$ cat src/rtl/wait_timer.sv
// wait_timer: programmable one-shot delay timer.
// A start strobe loads a delay; a single-cycle pulse marks its expiry.
module wait_timer #(
   parameter int WIDTH = 4
) (
   input  logic             clk,
   input  logic             rst,
   input  logic             start,
   input  logic [WIDTH-1:0] tick,
   output logic             out,
   output logic             busy,
   output logic [WIDTH-1:0] remaining
);

   typedef enum logic {
      S_IDLE = 1'b0,
      S_RUN  = 1'b1
   } state_t;

   state_t           state_q, state_d;
   logic [WIDTH-1:0] count_q, count_d;
   logic             out_q, out_d;
   logic             go;

   // Unknown start levels count as "no start"
   assign go = (start === 1'b1);

   // State, counter and pulse registers
   always_ff @(posedge clk or posedge rst) begin
      if (rst) begin
         state_q <= S_IDLE;
         count_q <= '0;
         out_q   <= 1'b0;
      end else begin
         state_q <= state_d;
         count_q <= count_d;
         out_q   <= out_d;
      end
   end

   // Next state: restart wins over expiry; tick=0 behaves as tick=1
   always_comb begin
      state_d = state_q;
      count_d = count_q;
      out_d   = 1'b0;
      if (go) begin
         state_d = S_RUN;
         if (tick == '0) begin
            count_d = '0;
         end else begin
            count_d = tick - 1'b1;
         end
      end else begin
         unique case (state_q)
            S_RUN: begin
               if (count_q != '0) begin
                  count_d = count_q - 1'b1;
               end else begin
                  state_d = S_IDLE;
                  out_d   = 1'b1;
               end
            end
            default: begin
               count_d = '0;
            end
         endcase
      end
   end

   assign out       = out_q;
   assign busy      = (state_q == S_RUN);
   assign remaining = count_q;

endmodule

$ cat config.mk
export PLATFORM = sky130hd
export DESIGN_NAME = wait_timer
export DESIGN_NICKNAME = d
export VERILOG_FILES = /design/src/rtl/wait_timer.sv
export SDC_FILE = /design/constraint.sdc
export NUM_CORES = 1
export LEC_CHECK = 0
export BUFFER_PORTS_ARGS = -buffer_cell sky130_fd_sc_hd__buf_2
export CAP_MARGIN = 30
export CORE_AREA = 2 2 39 41
export CTS_CLUSTER_DIAMETER = 60
export DETAILED_ROUTE_END_ITERATION = 12
export DIE_AREA = 0 0 41 43
export PLACE_DENSITY = 0.58
export SLEW_MARGIN = 20
export SYNTH_ARGS = -nofsm -noshare
export SYNTH_HDL_FRONTEND = slang
export SYNTH_SLANG_ARGS = --single-unit
$ cat constraint.sdc
create_clock -name clk -period 2.2 [get_ports clk]
set_input_delay 0.22 -clock clk [delete_from_list [all_inputs] [get_ports clk]]
set_output_delay 0.22 -clock clk [all_outputs]
set_load 0.005 [all_outputs]
==> results of run 1 <==
## cell usage after synthesis
cell | instances | share of area (%)
nor2_1 | 1 | 0.97
a21oi_2 | 1 | 2.3
clkinv_4 | 1 | 2.3
nand2b_4 | 2 | 7.1
o32ai_1 | 1 | 2.3
dfrtp_1 | 6 | 39
nor2b_1 | 1 | 1.6
inv_1 | 4 | 3.9
o21ai_2 | 1 | 2.3
nor2_2 | 1 | 1.6
mux2_2 | 1 | 2.9
ha_1 | 2 | 6.5
o21ai_0 | 2 | 2.6
xnor2_1 | 1 | 2.3
and2_2 | 1 | 1.9
nand2_1 | 4 | 3.9
or3_4 | 1 | 2.9
o22ai_1 | 2 | 3.2
a21oi_1 | 2 | 2.6
nor3_1 | 3 | 3.9
a2bb2oi_2 | 1 | 3.9
## per-stage QoR
step | hold slack (ns) | setup WS (ns)
final | 0.249 | 0.703
after global routing | 0.258 | 0.617
after CTS | 0.243 | 0.699
after detailed placement | 0.145 | 0.728
after global placement | 0.148 | 0.746
after floorplan | 0.0110 | 0.766
## cell families (layout without fill, tap and decap cells)
| family | count (synthesis) | after routing | synth area share [%] |
|---|---|---|---|
| AOI/OAI and AO/OA | 10 | 10 | 19.2 |
| xor gates and xnor gates | 1 | 1 | 2.27 |
| adders and majority gates | 2 | 2 | 6.49 |
| buffers and inverters | 5 | 21 | 6.17 |
| DFF | 6 | 6 | 39.0 |
| muxes | 1 | 1 | 2.92 |
| and+or+nand+nor | 14 | 14 | 24.0 |
## per-layer routing
layer	vias up	global-route usage (%)	share of wire (%)
met2	9	16.6	52
met5	-	0	0
met4	0	6.00	1.6
met3	2	4.71	4.4
li1	170	-	-
met1	164	11.4	42
## state kept, by name, summed over array words and instances (netlist names)
name and flops:
out 1, busy 1, remaining 4
## worst min-delay path, cell delays in order
cell and delay [ns]:
buf_2 0.10, inv_1 0.08, nand2_1 0.06
## how the worst max path moves through the flow
stage,from,to,slack (ns)
after detailed placement,remaining[0],remaining[3],0.73
after global routing,remaining[0],remaining[1],0.62
after floorplan,remaining[0],remaining[3],0.77
final,remaining[0],remaining[3],0.70
after global placement,remaining[0],remaining[3],0.75
after CTS,remaining[0],remaining[1],0.70
## power groups by stage
stage	registers [W]	logic [W]	clock network, W
floorplan	0.000200	0.000214	0
global route	0.000210	0.000337	0.000112
finish	0.000200	0.000297	0.000100
detailed placement	0.000202	0.000297	0
CTS	0.000201	0.000303	0.000103
global placement	0.000203	0.000299	0
## area by class of cell
type                    instances  share of cell area (%)
inverters                       5                    4.77
repair buffers                 13                    14.1
multi-input cells              28                    42.5
flip-flops and latches          6                    30.2
clock buffers                   3                    4.52
well taps                      16                    4.02
==> flow_summary.ini, run 1 <==
[logic_synthesis]
avgSynthCellArea_um2 = 9.88
yosysSeqAreaShare_pct = 39.0
synth_area_um2 = 385
synthCells = 39
yosys_register_bits = 6
synth_cell_type_count = 21
syn_nets = 48
ys_warn_count = 0

[sta]
max_freq_mhz = 668
slew_violations = 0
fin_skew_ns = 0.00809
final-hold-violation-count = 0
rsz0062_at_grt = false
slew_headroom_pct = 81.6
period_needed_ns = 1.50
finalCritPeriodShare_pct = 68.1
setup_violations = 0
finalSetupTns_ns = 0
worst_slew_pin_slew_ns = 0.275

[worst_setup_path]
start_kind = flip-flop
worst_ep_required_time_ns = 2.32
critPathMaxStageDelay_ns = 0.40
reg2reg_to = remaining[3]
crit_buf_inv = 1
path_cells = inv_1 > ha_1 > nand2b_4 > or3_4 > and2_2
worst_r2r_path_depth = 5
crit_fanout = 4
crit_path_end_kind = flip-flop
r2r-start = remaining[0]
r2r_slack_ns = 0.70
cp_num_cells = 5
path_class = flip-flop to flip-flop
critPathArrivalTime_ns = 1.62
crit_family = simple AND/OR/NAND/NOR gates
cp_slowest_cell = dfrtp_1

[global_route]
grt_max_degree = 7
grt_overflow = 0
grtUsageTotal_pct = 10.7
antenna_found_initial = 0
grt_pass1_wl_um = 1220
grt_pass1_vias = 302

[die]
die-height_um = 43
dieArea_um2 = 1760
die_x_um = 41
io_pins = 13
start_util_pct = 27.8
design.core.area_um2 = 1380
num_rows = 14

[clock_network]
cts_root_buf = clkbuf_4
cts_resized = 0
cts_tree = yes
htree_num_levels = 1
post_cts_buffers = 0
clkLatencyLatePin_ns = 0.24
clk_pin_slew_worst_paths_ns = 0.05
hold_buffers = 1
cts_sinks = 6
cts_buffers = 3
clock_path_buffers = 2

[drt]
antenna_left = 0
routedWlPerCell_um = 10.6
drt-initial-drc-count = 6
viasPerCell = 4.86
wl_um = 751
drcViolationCount = 0
drt_pass1_iterations = 4
vias = 345

[place]
routabilityCongestion = 0.666
hpwl_um = 587
dp.cells = 67
post_dp_cell_area_um2 = 465
portBuffers = 12

[power_and_ir_drop]
p_leak_nw = 0.243
ir_drop_mv = 0.368
seq_power_share_pct = 33.5
p_per_area_nw_per_um2 = 1200
internal_power_w = 0.000378
pwr-share-clk_pct = 16.8
combPwrFrac_pct = 49.7
finalPower_w = 0.000597
p_sw_share_pct = 36.7
power.switching_w = 0.000219

[min_path]
whs_endpoint = busy
worstHoldPathCells = 3
min_path_type = primary input to flip-flop
min_from = start

[finish]
design_area_um2 = 498
area_growth_pct = 29.2
layout-drive-gt1-share_pct = 45.5
final_common_cell = buf_2
ff_latch_area_um2 = 150
utilization_pct = 36.0
nets = 66
layout_common_cells = buf_2 (12), dfrtp_1 (6), inv_1 (4), nand2_1 (4)
diodes = 0
final_cells = 71
fill_cells = 142
multi_input_area_um2 = 211

[outcome]
status = complete, no violations

[run]
cap_violations = 0
Note: power is estimated with default switching activity, not from simulation.
==> inputs of run 2 (changes only) <==
==> constraint.sdc (replaced) <==
create_clock -name clk -period 1.5 [get_ports clk]
set_input_delay 0.15 -clock clk [delete_from_list [all_inputs] [get_ports clk]]
set_output_delay 0.15 -clock clk [all_outputs]
set_load 0.005 [all_outputs]
==> flow_summary.ini, run 2 (same netlist as run 1, synthesis figures left out) <==
[outcome]
status = complete, no violations

[clock_network]
cts_tree = yes
cts_root_buf = clkbuf_4
cts_sinks = 6
cts_buffers = 3
clkLatencyLatePin_ns = 0.24
clk_pin_slew_worst_paths_ns = 0.05
htree_num_levels = 1
clock_path_buffers = 2

[sta]
finalSetupTns_ns = 0
timing.final.ws_setup_ns = 0.0769
final-hold-violation-count = 0
period_needed_ns = 1.42
slew_headroom_pct = 80.5
finalCritPeriodShare_pct = 94.9
rsz0062_at_grt = false
fin_skew_ns = 0.00844
max_freq_mhz = 703
worst_slew_pin_slew_ns = 0.292
setup_violations = 0
slew_violations = 0

[worst_setup_path]
start_kind = flip-flop
crit_path_end_kind = flip-flop
worst_ep_required_time_ns = 1.66
r2r_slack_ns = 0.08
path_cells = inv_1 > ha_2 > nand2b_4 > or3_4 > o21ai_2 > a2bb2oi_2
path_class = flip-flop to flip-flop
crit_fanout = 3
cp_slowest_cell = or3_4
critPathArrivalTime_ns = 1.59
critPathMaxStageDelay_ns = 0.40

[die]
die_x_um = 41
dieArea_um2 = 1760
die-height_um = 43
design.core.area_um2 = 1380
io_pins = 13
start_util_pct = 27.8
num_rows = 14

[min_path]
min_path_type = primary input to flip-flop

[power_and_ir_drop]
power.switching_w = 0.000339
internal_power_w = 0.000602
ir_drop_mv = 0.702
p_sw_share_pct = 36.0
pwr-share-clk_pct = 15.6
combPwrFrac_pct = 54.1
seq_power_share_pct = 30.3
p_per_area_nw_per_um2 = 1800
p_leak_nw = 0.256

[place]
hpwl_um = 645
routabilityCongestion = 0.682
portBuffers = 12
post-place-ws_ns = 0.0782
dp.cells = 70

[drt]
vias = 346
viasPerCell = 4.68
drt_pass1_iterations = 4
wl_um = 789
drt-initial-drc-count = 4
routedWlPerCell_um = 10.7
antenna_left = 0
drcViolationCount = 0

[global_route]
grtUsageTotal_pct = 11.1
antenna_found_initial = 0
grt_pass1_wl_um = 1240
grt_pass1_vias = 323
grt_overflow = 0
grt_max_degree = 7

[finish]
layout-drive-gt1-share_pct = 50.0
final_cells = 74
nets = 69
fill_cells = 153
area_growth_pct = 35.7
multi_input_area_um2 = 214
largest_register_ffs = 4
final_common_cell = buf_2
ff_latch_area_um2 = 150
diodes = 0
layout_common_cells = buf_2 (12), dfrtp_1 (6), inv_1 (4), nand2_1 (4)

[run]
cap_violations = 0
==> run 2: changes by cell type in the layout (fill, tap and decap cells not counted) <==
cell   previous run  this run
buf_4             0         3
ha_1              2         1
ha_2              0         1
==> run 2: through the flow <==
step	total power [W]	instance area, um2	util [%]	hold slack [ns]
6_report	0.000940	523	37.8	0.169
5_1_grt	0.00103	523	37.8	0.178
4_1_cts	0.000955	520	37.6	0.160
3_5_place_dp	0.000800	488	35.3	0.0729
3_3_place_gp	0.000793	488	35.3	0.0731
2_1_floorplan	0.000607	385	-	-0.0590
==> run 2: final cells by class <==
| cell class | count | area share, % |
|---|---|---|
| clock buffer | 3 | 4.31 |
| inverter | 5 | 4.55 |
| multi-input combinational | 28 | 40.9 |
| sequential | 6 | 28.7 |
| tap | 16 | 3.83 |
| timing repair buffer | 16 | 17.7 |
==> run 2: power by group through the flow <==
stage	logic [W]	clock network, W	registers, W
final	0.000509	0.000146	0.000285
after CTS	0.000515	0.000154	0.000286
after global placement	0.000505	0	0.000288
after floorplan	0.000313	0	0.000293
after detailed placement	0.000512	0	0.000288
after global routing	0.000570	0.000164	0.000299
==> run 2: what timing repair did <==
item / in CTS / in global routing
hold buffers: 1 / 0
setup endpoints to repair: 0 / 2
endpoints found under the hold margin: 6 / 0
gates resized for setup: 0 / 1
buffers inserted: 0 / 0
==> run 2: final timing paths <==
kind,startpoint,to,depth (start not counted)
min in group asynchronous,rst,remaining[3],3
worst min-delay path,start,busy,3
max in group asynchronous,rst,remaining[0],3
worst max register to register,remaining[1],remaining[1],6
worst min register to register,busy,busy,2
worst max-delay path,remaining[1],remaining[1],6
==> run 2: routing by layer <==
metal	part of all wire, %	up-vias	track usage, %
li1	-	172	-
met1	38	165	10.1
met2	56	9	18.1
met3	5.6	0	6.28
met4	0	0	6.00
met5	0	-	0
==> run 2: critical path, delay by kind of cell (launching register included) <==
kind            cells  cell delay (ns)
fa+ha+maj           1             0.19
simple gates        2             0.46
flops               1             0.39
buf+inv             1             0.09
compound gates      2             0.23
